==> config.mk <==
export PLATFORM = sky130hd
export DESIGN_NAME = gate_sweep_controller
export DESIGN_NICKNAME = d
export VERILOG_FILES = /design/src/rtl/gate_sweep_controller.sv
export SDC_FILE = /design/constraint.sdc
export NUM_CORES = 1
export LEC_CHECK = 0
export CAP_MARGIN = 15
export CORE_AREA = 10 10 60 81
export CTS_CLUSTER_DIAMETER = 80
export DETAILED_ROUTE_END_ITERATION = 10
export DIE_AREA = 0 0 70 91
export PLACE_DENSITY = 0.76
export SYNTH_ARGS = -nofsm -noshare
export SYNTH_HDL_FRONTEND = slang
export SYNTH_SLANG_ARGS = --single-unit
==> constraint.sdc <==
create_clock -name clk -period 2.63 [get_ports clk]
set_input_delay 0.526 -clock clk [delete_from_list [all_inputs] [get_ports clk]]
set_output_delay 0.526 -clock clk [all_outputs]
set_load 0.005 [all_outputs]
==> src/rtl/gate_sweep_controller.sv <==
// gate_sweep_controller
//   Self-test sequencer for a two-input basic gates block. It steps {A,B}
//   through 00, 01, 10, 11. Each vector is held for HOLD_CYCLES settle cycles
//   before the seven gate outputs are sampled once and checked against the
//   built-in golden truth table.
//
// Ports
//   clk        : system clock, rising edge
//   rst_n      : asynchronous active-low reset
//   start      : begin a sweep (sampled only while idle)
//   abort      : synchronous cancel of a sweep in progress
//   gate_in    : observed gate outputs {AND,OR,NOT_A,NAND,NOR,XOR,XNOR}
//   a_out      : A input of the gates instance
//   b_out      : B input of the gates instance
//   busy       : high while a sweep is in progress
//   done       : one-cycle pulse when a sweep completes normally
//   pass       : last completed sweep had zero mismatches
//   err_count  : number of failing vectors in the last sweep (0..4)
//   fail_mask  : bit i set when vector {A,B}=i mismatched
//   first_fail : gate_in captured at the first mismatching vector
module gate_sweep_controller #(
   parameter int unsigned HOLD_CYCLES = 4
) (
   input  logic       clk,
   input  logic       rst_n,
   input  logic       start,
   input  logic       abort,
   input  logic [6:0] gate_in,
   output logic       a_out,
   output logic       b_out,
   output logic       busy,
   output logic       done,
   output logic       pass,
   output logic [2:0] err_count,
   output logic [3:0] fail_mask,
   output logic [6:0] first_fail
);

   localparam logic [7:0] HOLD_LAST = 8'(HOLD_CYCLES - 1);

   typedef enum logic [1:0] {
      ST_IDLE,
      ST_DRIVE,
      ST_SAMPLE,
      ST_DONE
   } state_t;

   state_t     state, state_next;
   logic [1:0] idx;
   logic [7:0] cnt;
   logic [6:0] golden;
   logic       mismatch;
   logic       accept;

   assign accept = start && !abort;

   // The vector index register drives A/B directly, so the last vector (11)
   // stays on the pins while idle after a sweep, and clearing the index on
   // abort or reset returns the pins to 00.
   assign a_out = idx[1];
   assign b_out = idx[0];

   always_comb begin
      golden = '0;
      case (idx)
         2'd0: golden = 7'b0011101;
         2'd1: golden = 7'b0111010;
         2'd2: golden = 7'b0101010;
         2'd3: golden = 7'b1100001;
         default: golden = '0;
      endcase
   end

   assign mismatch = (gate_in != golden);

   // State register
   always_ff @(posedge clk or negedge rst_n) begin
      if (!rst_n) state <= ST_IDLE;
      else        state <= state_next;
   end

   // Next-state logic
   always_comb begin
      state_next = state;
      case (state)
         ST_IDLE:   if (accept) state_next = ST_DRIVE;
         ST_DRIVE: begin
            if (abort)                  state_next = ST_IDLE;
            else if (cnt == HOLD_LAST)  state_next = ST_SAMPLE;
         end
         ST_SAMPLE: begin
            if (abort)                  state_next = ST_IDLE;
            else if (idx == 2'd3)       state_next = ST_DONE;
            else                        state_next = ST_DRIVE;
         end
         ST_DONE:   state_next = ST_IDLE;
         default:   state_next = ST_IDLE;
      endcase
   end

   // State-decoded outputs
   always_comb begin
      busy = 1'b0;
      done = 1'b0;
      case (state)
         ST_DRIVE, ST_SAMPLE: busy = 1'b1;
         ST_DONE:             done = 1'b1;
         default: ;
      endcase
   end

   // Sweep datapath: vector index, settle counter and result registers
   always_ff @(posedge clk or negedge rst_n) begin
      if (!rst_n) begin
         idx        <= '0;
         cnt        <= '0;
         pass       <= 1'b0;
         err_count  <= '0;
         fail_mask  <= '0;
         first_fail <= '0;
      end else begin
         case (state)
            ST_IDLE: begin
               if (accept) begin
                  idx        <= '0;
                  cnt        <= '0;
                  pass       <= 1'b0;
                  err_count  <= '0;
                  fail_mask  <= '0;
                  first_fail <= '0;
               end
            end
            ST_DRIVE: begin
               if (abort) begin
                  idx  <= '0;
                  cnt  <= '0;
                  pass <= 1'b0;
               end else begin
                  cnt <= cnt + 8'd1;
               end
            end
            ST_SAMPLE: begin
               if (abort) begin
                  idx  <= '0;
                  cnt  <= '0;
                  pass <= 1'b0;
               end else begin
                  if (mismatch) begin
                     fail_mask[idx] <= 1'b1;
                     err_count      <= err_count + 3'd1;
                     if (err_count == 3'd0) first_fail <= gate_in;
                  end
                  // pass must include the verdict of this final sample,
                  // which is not yet reflected in err_count.
                  if (idx == 2'd3) begin
                     pass <= (err_count == 3'd0) && !mismatch;
                  end else begin
                     idx <= idx + 2'd1;
                     cnt <= '0;
                  end
               end
            end
            default: ;
         endcase
      end
   end

endmodule

* Word-level counts from Yosys, hierarchy flattened
Index checks and enable logic that the tools add are counted.
** Cells by class
- Add/subtract/negate cells :: 3
- Magnitude comparators :: 2
- Equal/unequal tests :: 16
- Multiplexer cells :: 39
- Bitwise operators :: 1
- Reduce and logical (&&, ||, !) cells :: 17
** Operators with widths (count)
- 8-bit 2-to-1 mux :: 4
- 7-bit 2-to-1 mux :: 4
- 7-bit case mux with 4 select lines :: 1
- 8-bit case mux with 3 select lines :: 1
- 2-bit 2-to-1 mux :: 9
- 7-bit case mux with 2 select lines :: 1
- 4-bit 2-to-1 mux :: 3
- 4-bit AND reduction :: 3
- 2-bit != test (second input constant) :: 5
- 3-bit 2-to-1 mux :: 3
- 3-bit != test (second input constant) :: 3
- 8-bit by 1-bit adder with 8-bit output (second input constant) :: 1
- 2-bit == test (second input constant) :: 4
- 8-bit by 2-bit == test with 1-bit output (second input constant) :: 1
- 2-bit case mux with 4 select lines :: 1
- 4-bit case mux with 2 select lines :: 1
- 1-bit 2-to-1 mux :: 7
- 7-bit != test :: 1
- 2-bit case mux with 3 select lines :: 1
- 3-bit case mux with 2 select lines :: 1
- 5-bit AND reduction :: 1
- 2-bit by 1-bit == test with 1-bit output (second input constant) :: 2
- 2-bit logical NOT :: 2
- 4-bit OR :: 1
- 14 further kinds :: 17
** Storage, ports and cells
- Register bits :: 27
- Output and inout bits :: 19
- Logic and storage cells :: 85

* Depth between registers and ports, before layout
Gate-level depths: netlist of the first run.
- Depth after elaboration :: 8
- Mapped depth :: 8

* Worst setup path after synthesis of the first run
No wires, ideal clock.
- Kind :: register to register
- Start point :: register state[0]
- End point :: register fail_mask[0]
- Setup time :: 0.142 ns
- Data arrival time :: 1.718 ns
- Data required time :: 2.488 ns
- Setup slack :: 0.770 ns
- Stages on the path, launching flop included :: 9
- Path buffers :: 3
- Path through :: dfrtp_1 > inv_1 > ha_1 > buf_2 > or3b_2 > clkbuf_1 > buf_2 > nand2_1 > o21ai_0
** On the way
- Cells in the longest elaborated chain, start to end :: 3
- Elaborated cells between the ends (all ways) :: 8
** RTL lines
- start, declared :: RTL line 48 : state_t state, state_next;
- start signal, assigned :: RTL line 79 : else state <= state_next;
- 2-bit == test / 2-bit logical NOT (equally long branches) :: RTL line 122 : case (state)
- 2-bit != test (no source line) / 2-bit nonzero test (equally long branches)
- 4-bit AND reduction (no source line)
- end signal, assigned :: RTL line 119 : fail_mask <= '0;
- end signal, assigned :: RTL line 129 : fail_mask <= '0;
- end signal, assigned by index :: RTL line 149 : fail_mask[idx] <= 1'b1;
- end, declared :: RTL line 35 : output logic [3:0] fail_mask,
Parallel ways exist; a longest one is shown, timed or not.
A chain may end at the register's enable or synchronous reset.

* Worst setup path in the final report of the first run
- Start point :: input start
- End point :: register cnt[6]
** On the way
- Cells in the longest elaborated chain, start to end :: 3
** RTL lines
- start, declared :: RTL line 26 : input logic start,
- 1-bit logical AND :: RTL line 55 : assign accept = start && !abort;
- 2-bit != test (no source line)
- 3-bit AND reduction (no source line)
- end signal, assigned :: RTL line 139 : cnt <= cnt + 8'd1;
- end, declared :: RTL line 50 : logic [7:0] cnt;
No other way between the ends.

==> results_dict.tcl, run 1 <==
set metrics [dict create \
    postPlaceCellArea_mm2 0.00203 \
    track_usage_pct 13.0 \
    cts_made_buffers 3 \
    ys_async_sr_fraction_pct 100 \
    crit_arrival_ns 2.41 \
    avgSynthCellArea_um2 8.78 \
    postRouteAntennaNets 0 \
    antenna_cells 0 \
    critPathLaunchType "input pin" \
    endpoint_kind "flip-flop" \
    place_congestion 0.858 \
    crit_start "start" \
    final_util_pct 61.6 \
    die_height_um 91 \
    multi_input_area_um2 940 \
    synth_area_mm2 0.00169 \
    cts_hold_buf 0 \
    die_area_mm2 0.00637 \
    tightest_slew_ns 0.528 \
    timing.rr.start "state[0]" \
    met1_usage_pct 13.7 \
    use_met3_pct 4.03 \
    clock-sinks 27 \
    dieWidth_um 70 \
    synth_top_area_share_pct 40.1 \
    drv_slew 0 \
    htree_levels 1 \
    post-place-ws_ns 0.0970 \
    nets 246 \
    globalRoute.busiestLayer "met2" \
    critical_path.max_fanout 16 \
    setup_ws_ns 0.369 \
    clk_pin_slew_worst_paths_ns 0.09 \
    worstPathRequired_ns 2.78 \
    synth-seq-cells 27 \
    total_power_mw 1.31 \
    hold_path_class "reg -> reg" \
    power.leakage_nw 0.869 \
    crit_end "cnt[6]" \
    first_pass_iters 4 \
    ctsResizeCount 0 \
    cts_root_buffer "clkbuf_8" \
    fillCellCount 312 \
    setup_tns_ns 0 \
    r2r_slack_ns 0.43 \
    outcome "completed" \
    ir_worst_vdd_mv 0.363 \
    antenna_found_initial 0 \
    drt_iter0_markers 99 \
    grt_remaining_overflow 0 \
    drc 0 \
    grt_pass1_wl_mm 7.16 \
    clockBufferDepth 2 \
    vias 1526 \
    synth_edf_count 0 \
    regArea_um2 676 \
    wl_per_cell_um 15.7 \
    ys.flop_type "dfrtp_1" \
    synth_area_leader_cell "dfrtp_1" \
    min_from "fail_mask[3]" \
    initial_core_util_pct 49.9 \
    rows 25 \
    num_io_pins 30 \
    finalHoldViolCount 0 \
    layout-drive-gt1-share_pct 5.88 \
    grt_pass1_vias 1595 \
    finClkSkew_ns 0.00356 \
    synthCells 192 \
    routed_wl_mm 4.11 \
    finalInstanceArea_mm2 0.00208 \
    coreArea_mm2 0.00338 \
    area_delta_synth_final_pct 23.4 \
    holdWs_ns 0.489 \
    clk_latency_ns 0.27 \
    syn_nets 216 \
    routed_via_density 5.85 \
    path_class "in -> reg" \
    grt_max_degree 28 \
    io_buffers 29 \
    dp_cells 257 \
    reg2reg_depth 6 \
    rsz0062_at_grt "false" \
    power_density_mw_per_mm2 629 \
    dp_hpwl_mm 3.13 \
    final_cells 261 \
    netlist_top_cells_area "dfrtp_1 (40%), ha_1 (9.7%), nand2_1 (7.1%)" \
    fmax_ghz 0.442 \
    synth.distinct_cells 42 \
    setup_viol 0 \
    maxSlewHeadroom_pct 64.4 \
    period_share_pct 86.0 \
    cap_violations 0 \
    layout_min_cycle_time_ns 2.26 \
    rr_endpoint "cnt[6]" \
    grt_util_met2_pct 23.2 \
    yosysSeqAreaShare_pct 40.1 \
    cts_tree "done" \
    cts_setup_buffers 0 \
    ys_warn_count 0 \
]
[cells in the mapped netlist (2+ instances only)]
cell and number:
a21oi_1 6, a31oi_1 2, and3b_1 2, buf_2 2
clkbuf_1 7, dfrtp_1 27, ha_1 13, inv_1 8
mux2i_1 3, nand2_1 32, nand2b_1 5, nand3_1 9
nor2_1 7, nor2b_1 2, nor3_1 2, nor3b_1 3
nor4_1 7, o211ai_1 8, o21ai_0 21, o31ai_1 2
or3_1 3
[cell families (layout without fill, tap and decap cells)]
group / after synthesis / count (layout) / share of synthesized area [%]
and+or+nand+nor: 79 / 79 / 24.4
xor gates and xnor gates: 1 / 1 / 0.520
muxes: 4 / 4 / 2.45
DFF: 27 / 27 / 40.1
AOI/OAI and AO/OA: 50 / 50 / 18.7
adders and majority gates: 13 / 13 / 9.65
buffers and inverters: 18 / 47 / 4.16
[where the power goes]
part | total, mW | switching, mW | internal, mW
Sequential | 0.533 | 0.0580 | 0.475
Combinational | 0.534 | 0.297 | 0.237
Clock | 0.240 | 0.133 | 0.108
[metal layers]
metal,up-vias,part of all wire [%]
li1,748,-
met1,735,41
met2,36,51
met3,7,6.2
met4,0,1.7
met5,-,0
[layout make-up]
type,count,share of cell area (%)
sequential,27,32.5
multi-input combinational,147,45.2
clock inverter,1,0.361
tap,40,2.41
timing repair buffer,35,16.1
clock buffer,3,1.99
inverter,8,1.44
[worst min path at each step]
stage | endpoint | cells past startpoint
after CTS | fail_mask[3] | 2
final | fail_mask[3] | 2
after floorplan | cnt[0] | 0
after detailed placement | fail_mask[3] | 2
after global placement | fail_mask[3] | 2
after global routing | fail_mask[3] | 2
[registers in the layout, indices dropped and copies added, names as in the netlist]
| name | flops |
|---|---|
| cnt | 8 |
| err_count | 3 |
| first_fail | 7 |
| state | 2 |
| fail_mask | 4 |
| pass | 1 |
| idx | 2 |
[cell usage in the layout (no fill, tap or decap), types with 2 or more instances in the layout]
cell,n
ha_1,13
nor2b_1,2
inv_1,8
o31ai_1,2
a31oi_1,2
clkbuf_8,3
nor3_1,2
mux2i_1,3
nor3b_1,3
a21oi_1,6
o21ai_0,21
nor4_1,7
or3_1,3
o211ai_1,8
nand2b_1,5
dfrtp_1,27
nand2_1,32
and3b_1,2
nand3_1,9
buf_4,6
nor2_1,7
clkdlybuf4s50_1,29
[critical path: stages]
cell and delay [ns]:
clkdlybuf4s50_1 0.54, nand2b_4 0.08, a221o_1 0.52, or3_1 0.42, o41ai_1 0.33
Power figures use the tool's default switching activity.
==> run 2: changes to the inputs <==
--- a/config.mk
+++ b/config.mk
@@ -6,11 +6,10 @@
 export NUM_CORES = 1
 export LEC_CHECK = 0
 export CAP_MARGIN = 15
-export CORE_AREA = 10 10 60 81
+export CORE_AREA = 10 10 75 102
 export CTS_CLUSTER_DIAMETER = 80
 export DETAILED_ROUTE_END_ITERATION = 10
-export DIE_AREA = 0 0 70 91
-export PLACE_DENSITY = 0.76
+export DIE_AREA = 0 0 85 112
 export SYNTH_ARGS = -nofsm -noshare
 export SYNTH_HDL_FRONTEND = slang
 export SYNTH_SLANG_ARGS = --single-unit
==> results_dict.tcl, run 2 (synthesis gave the netlist of run 1 again) <==
set metrics [dict create \
    clk_latency_ns 0.27 \
    fillCellCount 613 \
    power.leakage_nw 0.874 \
    regMostFlops "cnt" \
    cts_setup_buffers 0 \
    p_clk_share_pct 18.3 \
    routed_wl_mm 4.18 \
    critical_path.max_fanout 16 \
    layout-drive-gt1-share_pct 5.86 \
    postRouteAntennaNets 0 \
    routed_via_density 5.11 \
    finClkSkew_ns 0.00352 \
    cts_hold_buf 0 \
    cap_violations 0 \
    cts_root_buffer "clkbuf_8" \
    clock-sinks 27 \
    maxSlewHeadroom_pct 59.3 \
    rsz0062_at_grt "false" \
    largest_registers "cnt: 8 flops, first_fail: 7 flops, fail_mask: 4 flops" \
    crit_arrival_ns 2.42 \
    rows 33 \
    layout_min_cycle_time_ns 2.22 \
    track_usage_pct 8.61 \
    wl_per_cell_um 14.3 \
    p_int_mw 0.825 \
    antenna_cells 0 \
    largest_reg_flops 8 \
    layout_common_cells "nand2_1 (32), clkdlybuf4s50_1 (29), dfrtp_1 (27), o21ai_0 (21), ha_1 (13)" \
    tightest_slew_ns 0.611 \
    grt_pass1_wl_mm 7.03 \
    grt_max_degree 28 \
    total_power_mw 1.31 \
    cts_tree "done" \
    setup_viol 0 \
    power_density_mw_per_mm2 619 \
    p_seq_share_pct 40.6 \
    vias 1491 \
    grt_remaining_overflow 0 \
    outcome "completed" \
    nets 247 \
    die_area_mm2 0.00952 \
    drt_iter0_markers 73 \
    p_comb_share_pct 41.1 \
    ctsResizeCount 0 \
    fmax_ghz 0.450 \
    clockBufferDepth 2 \
    dp_hpwl_mm 3.18 \
    dieWidth_um 85 \
    num_io_pins 30 \
    io_buffers 29 \
    area_delta_synth_final_pct 25.8 \
    r2r_slack_ns 0.51 \
    initial_core_util_pct 28.9 \
    die_height_um 112 \
    grt_pass1_vias 1512 \
    clk_pin_slew_worst_paths_ns 0.09 \
    switching_share_pct 37.1 \
    drc 0 \
    period_share_pct 84.5 \
    finalHoldViolCount 0 \
    antenna_found_initial 0 \
    place_congestion 0.769 \
    coreArea_mm2 0.00582 \
    htree_levels 1 \
    switchingPower_mw 0.487 \
    cts_made_buffers 3 \
    path_class "in -> reg" \
    setup_tns_ns 0 \
    worstPathRequired_ns 2.83 \
    first_pass_iters 4 \
    final_common_cell "nand2_1" \
    critPathLaunchType "input pin" \
    hold_path_class "reg -> reg" \
    drv_slew 0 \
    ir_worst_vdd_mv 0.244 \
    endpoint_kind "flip-flop" \
]
run 2: worst max-delay path, stage by stage:
cell and delay, ns:
clkdlybuf4s50_1 0.48, nand2b_4 0.19, a221o_1 0.52, or4_1 0.55, a21oi_1 0.15
run 2: power by group through the flow:
stage                     Sequential, mW  Combinational (mW)  Clock (mW)
after floorplan                    0.535               0.315           0
after CTS                          0.534               0.553       0.252
after global placement             0.541               0.545           0
final                              0.533               0.540       0.240
after detailed placement           0.542               0.549           0
after global routing               0.545               0.605       0.272
run 2: layout make-up:
cell class / instances / area (µm²) / share of cell area, %
timing repair buffer: 36 / 343 / 16.2
inverter: 8 / 30.0 / 1.42
tap: 70 / 87.6 / 4.13
sequential: 27 / 676 / 31.9
multi-input combinational: 147 / 940 / 44.3
clock buffer: 4 / 45.0 / 2.12
run 2: metal layers:
metal  share of wire, %  vias to the layer above  track usage, %
met5                  0                        -               0
met4                1.1                        0            3.19
met3                4.8                        6            2.41
met2                 50                       30            15.2
met1                 44                      705            9.42
li1                   -                      750               -
run 2: worst paths after layout:
check / startpoint / endpoint / cells past startpoint
worst max-delay path: abort / cnt[5] / 5
worst min-delay path: fail_mask[0] / fail_mask[0] / 2
worst max register to register: state[0] / cnt[5] / 6
worst min register to register: fail_mask[0] / fail_mask[0] / 2
max in group asynchronous: rst_n / cnt[0] / 2
min in group asynchronous: rst_n / cnt[2] / 2
run 2: stage by stage:
step | hold WS (ns) | setup slack (ns) | instances | cell area, µm² | utilization (%)
after floorplan | 0.230 | 0.770 | 192 | 1690 | -
after global placement | 0.468 | 0.161 | 288 | 2080 | 35.7
after detailed placement | 0.474 | 0.135 | 288 | 2080 | 35.7
after CTS | 0.497 | 0.416 | 292 | 2120 | 36.4
after global routing | 0.504 | 0.296 | 292 | 2120 | 36.4
final | 0.491 | 0.409 | 292 | 2120 | 36.4
